===== config.mk =====
export PLATFORM = sky130hd
export DESIGN_NAME = fp_div_sqrt_unit
export DESIGN_NICKNAME = d
export VERILOG_FILES = /design/src/rtl/fp_div_sqrt_pkg.sv /design/src/rtl/fp_div_sqrt_unit_core.sv /design/src/rtl/fp_div_sqrt_unit.sv
export SDC_FILE = /design/constraint.sdc
export NUM_CORES = 2
export LEC_CHECK = 0
export ABC_AREA = 1
export CORE_MARGIN = 2
export CORE_UTILIZATION = 60
export DETAILED_ROUTE_END_ITERATION = 16
export PLACE_DENSITY_LB_ADDON = 0.3
export SKIP_LAST_GASP = 1
export SLEW_MARGIN = 20
export SYNTH_ARGS = -nofsm -noshare
export SYNTH_HDL_FRONTEND = slang
export SYNTH_SLANG_ARGS = --single-unit

===== constraint.sdc =====
create_clock -name clk -period 28.9 [get_ports clk]
set_input_delay 4.335 -clock clk [delete_from_list [all_inputs] [get_ports clk]]
set_output_delay 4.335 -clock clk [all_outputs]
set_load 0.02 [all_outputs]

===== src/rtl/fp_div_sqrt_pkg.sv =====
// fp_div_sqrt_pkg: shared opcodes, FSM states, IEEE-754 format constants and operand unpacking
package fp_div_sqrt_pkg;
  localparam logic [1:0] OP_SDIV = 2'b00, OP_SSQRT = 2'b01, OP_DDIV = 2'b10, OP_DSQRT = 2'b11;
  typedef enum logic [3:0] {GET_A, GET_B, UNPACK, SPECIAL, CALC, NORM, ROUND, PACK, PUT_Z} state_t;
  localparam int S_EXP = 8, S_MAN = 23, S_BIAS = 127;
  localparam int D_EXP = 11, D_MAN = 52, D_BIAS = 1023;
  localparam logic [31:0] QNAN_S = 32'h7FC0_0000, INF_S = 32'h7F80_0000;
  localparam logic [63:0] QNAN_D = 64'h7FF8_0000_0000_0000, INF_D = 64'h7FF0_0000_0000_0000;
  typedef struct packed {
    logic s;
    logic [12:0] e;
    logic [52:0] m;
    logic zero;
    logic inf;
    logic nan;
  } unp_t;
  // Single mantissas are left-aligned into the 53-bit double field; subnormals collapse to zero.
  function automatic unp_t unpack(input logic [63:0] x, input logic dbl);
    unp_t u;
    logic [10:0] ef;
    logic [51:0] f;
    logic emax;
    ef = dbl ? x[62:52] : {3'b0, x[30:23]};
    f = dbl ? x[51:0] : {x[22:0], 29'b0};
    emax = dbl ? &x[62:52] : &x[30:23];
    u.s = dbl ? x[63] : x[31];
    u.e = $signed({2'b0, ef}) - (dbl ? 13'(D_BIAS) : 13'(S_BIAS));
    u.m = {1'b1, f};
    u.zero = ef == 11'd0;
    u.inf = emax && f == 52'd0;
    u.nan = emax && f != 52'd0;
    return u;
  endfunction
endpackage


===== src/rtl/fp_div_sqrt_unit_core.sv =====
// fp_iter_core: restoring shift-subtract divide / square-root engine, one result bit per cycle
module fp_iter_core #(
  parameter int W = 56,
  parameter int MW = 53
) (
  input  logic          clk,
  input  logic          rst,
  input  logic          start,
  input  logic          sqrt_mode,
  input  logic [6:0]    iters,
  input  logic [MW:0]   num,
  input  logic [MW-1:0] den,
  output logic [W-1:0]  q,
  output logic          sticky,
  output logic          done
);
  logic [W+1:0] rem_q, rem_d, r2, trial, dv, base, sub, diff;
  logic [2*W-1:0] rad_q, rad_d;
  logic [W-1:0] q_q, q_d;
  logic [MW-1:0] den_q, den_d;
  logic [6:0] cnt_q, cnt_d;
  logic busy_q, busy_d, done_q, done_d, mode_q, mode_d, ge;
  // Load on start, then retire one quotient/root bit per cycle until the count expires.
  always_comb begin
    r2 = {rem_q[W-1:0], rad_q[2*W-1:2*W-2]};
    trial = {q_q, 2'b01};
    dv = {{(W+2-MW){1'b0}}, den_q};
    base = mode_q ? r2 : rem_q;
    sub = mode_q ? trial : dv;
    ge = base >= sub;
    diff = ge ? base - sub : base;
    rem_d = rem_q;
    rad_d = rad_q;
    q_d = q_q;
    den_d = den_q;
    cnt_d = cnt_q;
    busy_d = busy_q;
    done_d = 1'b0;
    mode_d = mode_q;
    if (start) begin
      rem_d = sqrt_mode ? '0 : {{(W+1-MW){1'b0}}, num};
      rad_d = sqrt_mode ? {num, {(2*W-MW-1){1'b0}}} : '0;
      q_d = '0;
      den_d = den;
      cnt_d = iters;
      busy_d = 1'b1;
      mode_d = sqrt_mode;
    end else if (busy_q) begin
      rem_d = mode_q ? diff : diff << 1;
      rad_d = rad_q << 2;
      q_d = {q_q[W-2:0], ge};
      cnt_d = cnt_q - 7'd1;
      busy_d = cnt_q != 7'd1;
      done_d = cnt_q == 7'd1;
    end
  end
  // Iteration state registers.
  always_ff @(posedge clk or posedge rst) begin
    if (rst) begin
      rem_q <= '0;
      rad_q <= '0;
      q_q <= '0;
      den_q <= '0;
      cnt_q <= '0;
      busy_q <= 1'b0;
      done_q <= 1'b0;
      mode_q <= 1'b0;
    end else begin
      rem_q <= rem_d;
      rad_q <= rad_d;
      q_q <= q_d;
      den_q <= den_d;
      cnt_q <= cnt_d;
      busy_q <= busy_d;
      done_q <= done_d;
      mode_q <= mode_d;
    end
  end
  assign q = q_q;
  assign sticky = |rem_q || |rad_q;
  assign done = done_q;
endmodule


===== src/rtl/fp_div_sqrt_unit.sv =====
// fp_div_sqrt_unit: handshaked multi-cycle IEEE-754 single/double divide and square root
module fp_div_sqrt_unit (
  input  logic        clk,
  input  logic        rst,
  input  logic [1:0]  process,
  input  logic [31:0] input_as,
  input  logic [31:0] input_bs,
  input  logic [63:0] input_ad,
  input  logic [63:0] input_bd,
  input  logic        input_a_stb,
  output logic        input_a_ack,
  input  logic        input_b_stb,
  output logic        input_b_ack,
  output logic [31:0] output_zs,
  output logic [63:0] output_zd,
  output logic        output_z_stb,
  input  logic        output_z_ack
);
  import fp_div_sqrt_pkg::*;
  state_t state_q, state_d;
  logic [1:0] op_q, op_d;
  logic [63:0] a_q, a_d, b_q, b_d, zd_q, zd_d, spec_z, norm_z, inf_z, zero_z;
  logic [31:0] zs_q, zs_d;
  unp_t ua_q, ua_d, ub_q, ub_d;
  logic signed [12:0] exp_q, exp_d, e_adj, be;
  logic [55:0] mant_q, mant_d, r, core_q;
  logic [53:0] rsum, num;
  logic [52:0] m_trunc;
  logic sign_q, sign_d, a_ack_q, b_ack_q, z_stb_q;
  logic dbl, sq, is_nan, is_inf, is_zero, rs, start, g, rest, lsb, core_done, core_sticky;
  fp_iter_core #(.W(56), .MW(53)) u_core (
    .clk(clk),
    .rst(rst),
    .start(start),
    .sqrt_mode(sq),
    .iters(dbl ? 7'd56 : 7'd27),
    .num(num),
    .den(ub_q.m),
    .q(core_q),
    .sticky(core_sticky),
    .done(core_done)
  );
  // Special-case classification, operand alignment, rounding and packing datapath.
  always_comb begin
    dbl = op_q[1];
    sq = op_q[0];
    is_nan = sq ? ua_q.nan | (ua_q.s & ~ua_q.zero)
                : ua_q.nan | ub_q.nan | (ua_q.inf & ub_q.inf) | (ua_q.zero & ub_q.zero);
    is_inf = sq ? ua_q.inf : ua_q.inf | ub_q.zero;
    is_zero = sq ? ua_q.zero : ub_q.inf | ua_q.zero;
    rs = sq ? ua_q.s : ua_q.s ^ ub_q.s;
    spec_z = is_nan ? (dbl ? QNAN_D : {32'b0, QNAN_S})
           : is_inf ? (dbl ? {rs, INF_D[62:0]} : {32'b0, rs, INF_S[30:0]})
           : (dbl ? {rs, 63'b0} : {32'b0, rs, 31'b0});
    e_adj = $signed(ua_q.e) - ((sq & ua_q.e[0]) ? 13'sd1 : 13'sd0);
    num = (sq & ua_q.e[0]) ? {ua_q.m, 1'b0} : {1'b0, ua_q.m};
    r = dbl ? core_q : {core_q[26:0], 29'b0};
    g = dbl ? mant_q[2] : mant_q[31];
    rest = core_sticky | (dbl ? |mant_q[1:0] : |mant_q[30:0]);
    lsb = dbl ? mant_q[3] : mant_q[32];
    m_trunc = dbl ? mant_q[55:3] : {mant_q[55:32], 29'b0};
    rsum = {1'b0, m_trunc} + ((g & (rest | lsb)) ? (dbl ? 54'd1 : 54'h2000_0000) : 54'd0);
    be = exp_q + (dbl ? 13'sd1023 : 13'sd127);
    inf_z = dbl ? {sign_q, INF_D[62:0]} : {32'b0, sign_q, INF_S[30:0]};
    zero_z = dbl ? {sign_q, 63'b0} : {32'b0, sign_q, 31'b0};
    norm_z = be >= (dbl ? 13'sd2047 : 13'sd255) ? inf_z
           : be <= 13'sd0 ? zero_z
           : dbl ? {sign_q, be[10:0], mant_q[54:3]} : {32'b0, sign_q, be[7:0], mant_q[54:32]};
  end
  // Sequencer: handshakes, unpack, special bypass, iterate, normalize, round, pack, deliver.
  always_comb begin
    state_d = state_q;
    op_d = op_q;
    a_d = a_q;
    b_d = b_q;
    ua_d = ua_q;
    ub_d = ub_q;
    sign_d = sign_q;
    exp_d = exp_q;
    mant_d = mant_q;
    zs_d = zs_q;
    zd_d = zd_q;
    start = 1'b0;
    case (state_q)
      GET_A: if (input_a_stb && a_ack_q) begin
        op_d = process;
        a_d = process[1] ? input_ad : {32'b0, input_as};
        state_d = process[0] ? UNPACK : GET_B;
      end
      GET_B: if (input_b_stb && b_ack_q) begin
        b_d = op_q[1] ? input_bd : {32'b0, input_bs};
        state_d = UNPACK;
      end
      UNPACK: begin
        ua_d = unpack(a_q, dbl);
        ub_d = unpack(b_q, dbl);
        state_d = SPECIAL;
      end
      SPECIAL: begin
        sign_d = rs;
        exp_d = sq ? e_adj >>> 1 : $signed(ua_q.e) - $signed(ub_q.e);
        if (is_nan | is_inf | is_zero) begin
          zs_d = dbl ? 32'b0 : spec_z[31:0];
          zd_d = dbl ? spec_z : 64'b0;
          state_d = PUT_Z;
        end else begin
          start = 1'b1;
          state_d = CALC;
        end
      end
      CALC: state_d = core_done ? NORM : CALC;
      NORM: begin
        mant_d = r[55] ? r : r << 1;
        exp_d = r[55] ? exp_q : exp_q - 13'sd1;
        state_d = ROUND;
      end
      ROUND: begin
        mant_d = {rsum[53] ? rsum[53:1] : rsum[52:0], 3'b0};
        exp_d = exp_q + (rsum[53] ? 13'sd1 : 13'sd0);
        state_d = PACK;
      end
      PACK: begin
        zs_d = dbl ? 32'b0 : norm_z[31:0];
        zd_d = dbl ? norm_z : 64'b0;
        state_d = PUT_Z;
      end
      PUT_Z: state_d = (output_z_ack && z_stb_q) ? GET_A : PUT_Z;
      default: state_d = GET_A;
    endcase
  end
  // State and datapath registers; handshake outputs follow the next state.
  always_ff @(posedge clk or posedge rst) begin
    if (rst) begin
      state_q <= GET_A;
      op_q <= 2'b00;
      a_q <= '0;
      b_q <= '0;
      ua_q <= '0;
      ub_q <= '0;
      sign_q <= 1'b0;
      exp_q <= '0;
      mant_q <= '0;
      zs_q <= '0;
      zd_q <= '0;
      a_ack_q <= 1'b0;
      b_ack_q <= 1'b0;
      z_stb_q <= 1'b0;
    end else begin
      state_q <= state_d;
      op_q <= op_d;
      a_q <= a_d;
      b_q <= b_d;
      ua_q <= ua_d;
      ub_q <= ub_d;
      sign_q <= sign_d;
      exp_q <= exp_d;
      mant_q <= mant_d;
      zs_q <= zs_d;
      zd_q <= zd_d;
      a_ack_q <= state_d == GET_A;
      b_ack_q <= state_d == GET_B;
      z_stb_q <= state_d == PUT_Z;
    end
  end
  assign input_a_ack = a_ack_q;
  assign input_b_ack = b_ack_q;
  assign output_z_stb = z_stb_q;
  assign output_zs = zs_q;
  assign output_zd = zd_q;
endmodule


==> impl_metrics.yaml <==
yosys:
  synth_area_leaders: "dfrtp_1 39%, nand2_1 15%, o21ai_0 8.3%"
  syn_nets: 6568
  avgSynthCellArea_sq_um: 6.91
  netlist_top_cells_count: "1,775 x nand2_1, 889 x inv_1, 720 x o21ai_0"
  ys_ff_latch: 672
  synth_most_common_cell: "nand2_1"
  synth_top_area_share_pct: 38.9
  synth_cell_type_count: 62
  synth_top_area_cell: "dfrtp_1"
  synth_area_sq_um: 43300
  synth_cells: 6262
  yosysSeqAreaShare_pct: 38.9
  async_reset_ff_share_pct: 100
  ys.flop_type: "dfrtp_1"
  yosysWarnings: 0
  synth_edf_count: 0
grt:
  antenna_found_initial: 2
  overflow: 0
  grtUsageMet3_pct: 7.45
  grt_max_degree: 159
  grt_pass1_wl_um: 233000
  grt_use_met2_pct: 61.1
  grtUsageMet1_pct: 57.0
  grt_usage_pct: 40.4
  grt_busiest_layer: "met2"
  grt_pass1_vias: 40400
clock_network:
  post-cts-setup-buffer-count: 0
  cts_tree: "done"
  cts_sinks: 672
  numCtsBuffers: 73
  holdBufCountCts: 0
  cts-htree-levels: 3
  clk_path_buf_depth: 3
  root_buffer: "clkbuf_16"
  insertion_delay_ns: 0.64
  clk_pin_slew_worst_paths_ns: 0.06
  cts_resized: 0
floorplan:
  die_area_sq_um: 74300
  coreArea_sq_um: 71500
  start_util_pct: 60.5
  die-width_um: 273
  io_pins: 298
  rows: 98
  die_y_um: 273
timing:
  slew_headroom_pct: 29.3
  timing.final.crit_share_pct: 22.9
  fin_setup_tns_ns: 0
  rsz0062_at_grt: "false"
  fmax_mhz: 151
  hold_violations: 0
  fin_crit_ns: 6.62
  tightest_slew_ns: 1.06
  skew_ns: 0.0272
  slew_viol_final: 0
  setup_viol_count_final: 0
pwr:
  p_leak_nw: 23.8
  p_total_w: 0.00704
  p_per_area_nw_per_um2: 144
  vdd_drop_max_mv: 0.0848
critical_path:
  crit_type: "flip-flop to flip-flop"
  end_kind: "flip-flop"
  critPathRequiredTime_ns: 29.43
  startpoint_type: "flip-flop"
  cp.arrival_ns: 7.16
  crit_fanout: 86
  cp_slowest_cell: "nand3_4"
  path_cells: "buf_16 -> buf_4 -> nand2_1 -> o21ai_0 -> ha_1 -> nand2_1 -> nor2_1 -> nand3_1 -> nand3_1 -> nand2_1 -> nand3_1 -> nand2_2 -> nand3_4 -> inv_2 -> nand2_1 -> nand3_1 -> nand3_1 -> nand2_1 -> inv_1"
  crit_path_max_incr_delay_ns: 0.88
cells_and_area:
  area_delta_synth_final_pct: 13.2
  area.sequential_sq_um: 16800
  num-fill-cells: 6165
  post-route-cell-area_sq_um: 49000
  multiInputGateArea_sq_um: 21700
  layout-drive-gt1-share_pct: 4.63
  antenna_cells: 0
  nNetsFinal: 6665
  instances_no_fill: 7363
detailed_routing:
  ant_nets: 0
  via_per_inst: 6.01
  route.detailed.drc: 0
  firstDrtPassIters: 9
  first_iter_violations: 5833
  totalWireLength_um: 152000
  vias: 44200
  wl_per_cell_um: 20.7
hold_path:
  hold_path.class: "flip-flop to flip-flop"
placement:
  place_inst: 7232
  io_buffers: 297
  gp_congestion: 1.08
  hpwl_um: 112000
  dpl_cell_area_sq_um: 46400
flow_run:
  drv_cap: 0
status:
  status: "finished, final reports clean"
-- placed cells by master, fill, tap and decap left out, types with 29 or more instances in the layout --
cell	n
nor3_1	47
nand3_1	456
clkdlybuf4s50_1	296
o21ai_0	720
o21ai_1	33
a22oi_1	29
nand2_1	1774
buf_4	39
nand4_1	117
a31oi_1	70
xor2_1	55
nor2_1	294
dfrtp_1	670
o22ai_1	139
inv_1	885
o211ai_1	50
xnor2_1	30
a21oi_1	177
clkbuf_16	76
ha_1	104
or2_2	58
-- worst paths after layout --
check / from / to / slack [ns] / depth (start not counted)
worst max-delay path: u_core.mode_q / u_core.rem_q[48] / 22.28 / 19
worst min-delay path: ub_q[11] / u_core.den_q[8] / 0.47 / 2
worst max register to register: u_core.mode_q / u_core.rem_q[48] / 22.28 / 19
worst min register to register: ub_q[11] / u_core.den_q[8] / 0.47 / 2
max in group asynchronous: rst / u_core.mode_q / 22.31 / 4
min in group asynchronous: rst / a_q[16] / 4.25 / 2
-- metal layers --
metal	routed length [um]	share of wire (%)
met1	63000	41
met2	66500	44
met3	15800	10
met4	7080	4.6
met5	28	0.018
-- state kept, by name, summed over array words and instances (netlist names), 4 cells and up --
register / count
a_q: 64
b_q: 64
exp_q: 13
mant_q: 56
output_zd: 64
output_zs: 32
state_q: 4
u_core.cnt_q: 7
u_core.den_q: 53
u_core.q: 56
u_core.rad_q: 54
u_core.rem_q: 58
ua_q: 70
ub_q: 68
-- kinds of logic after synthesis --
logic type | share of synthesized area (%)
AO/OA/AOI/OAI | 17.0
XOR/XNOR | 1.76
adder cells (fa/ha/maj) | 3.15
buffers and inverters | 11.1
flip-flops | 38.9
multiplexers | 0.208
other | 0.00867
AND/OR/NAND/NOR | 27.9
-- worst max-delay path, delay by kind of cell (launching register included) --
family | cells | cell delay [ns]
AO/OA/AOI/OAI | 1 | 0.21
adder cells (fa/ha/maj) | 1 | 0.35
buffers and inverters | 4 | 1.91
flip-flops | 1 | 0.75
AND/OR/NAND/NOR | 13 | 3.15
-- stage by stage --
step / hold WS, ns / util (%) / setup WS, ns
after floorplan: 0.442 / - / 5.73
after global placement: 0.453 / 64.9 / 21.58
after detailed placement: 0.451 / 64.9 / 21.55
after CTS: 0.463 / 68.4 / 22.20
after global routing: 0.480 / 68.5 / 21.87
final: 0.470 / 68.5 / 22.28
-- area by class of cell --
| type | instances | share of cell area, % |
|---|---|---|
| clock buffer | 99 | 4.28 |
| tap | 950 | 2.43 |
| sequential | 672 | 34.4 |
| multi-input combinational | 4364 | 44.3 |
| clock inverter | 30 | 0.779 |
| timing repair buffer | 340 | 6.83 |
| inverter | 908 | 6.99 |
-- power by group --
group          switching, W  total (W)  internal (W)  leakage, nW
combinational       0.00303    0.00439       0.00136         14.0
clock              0.000409   0.000984      0.000575         1.22
sequential         0.000329    0.00166       0.00133         8.56
No activity file was read; power rests on OpenSTA's default activity.
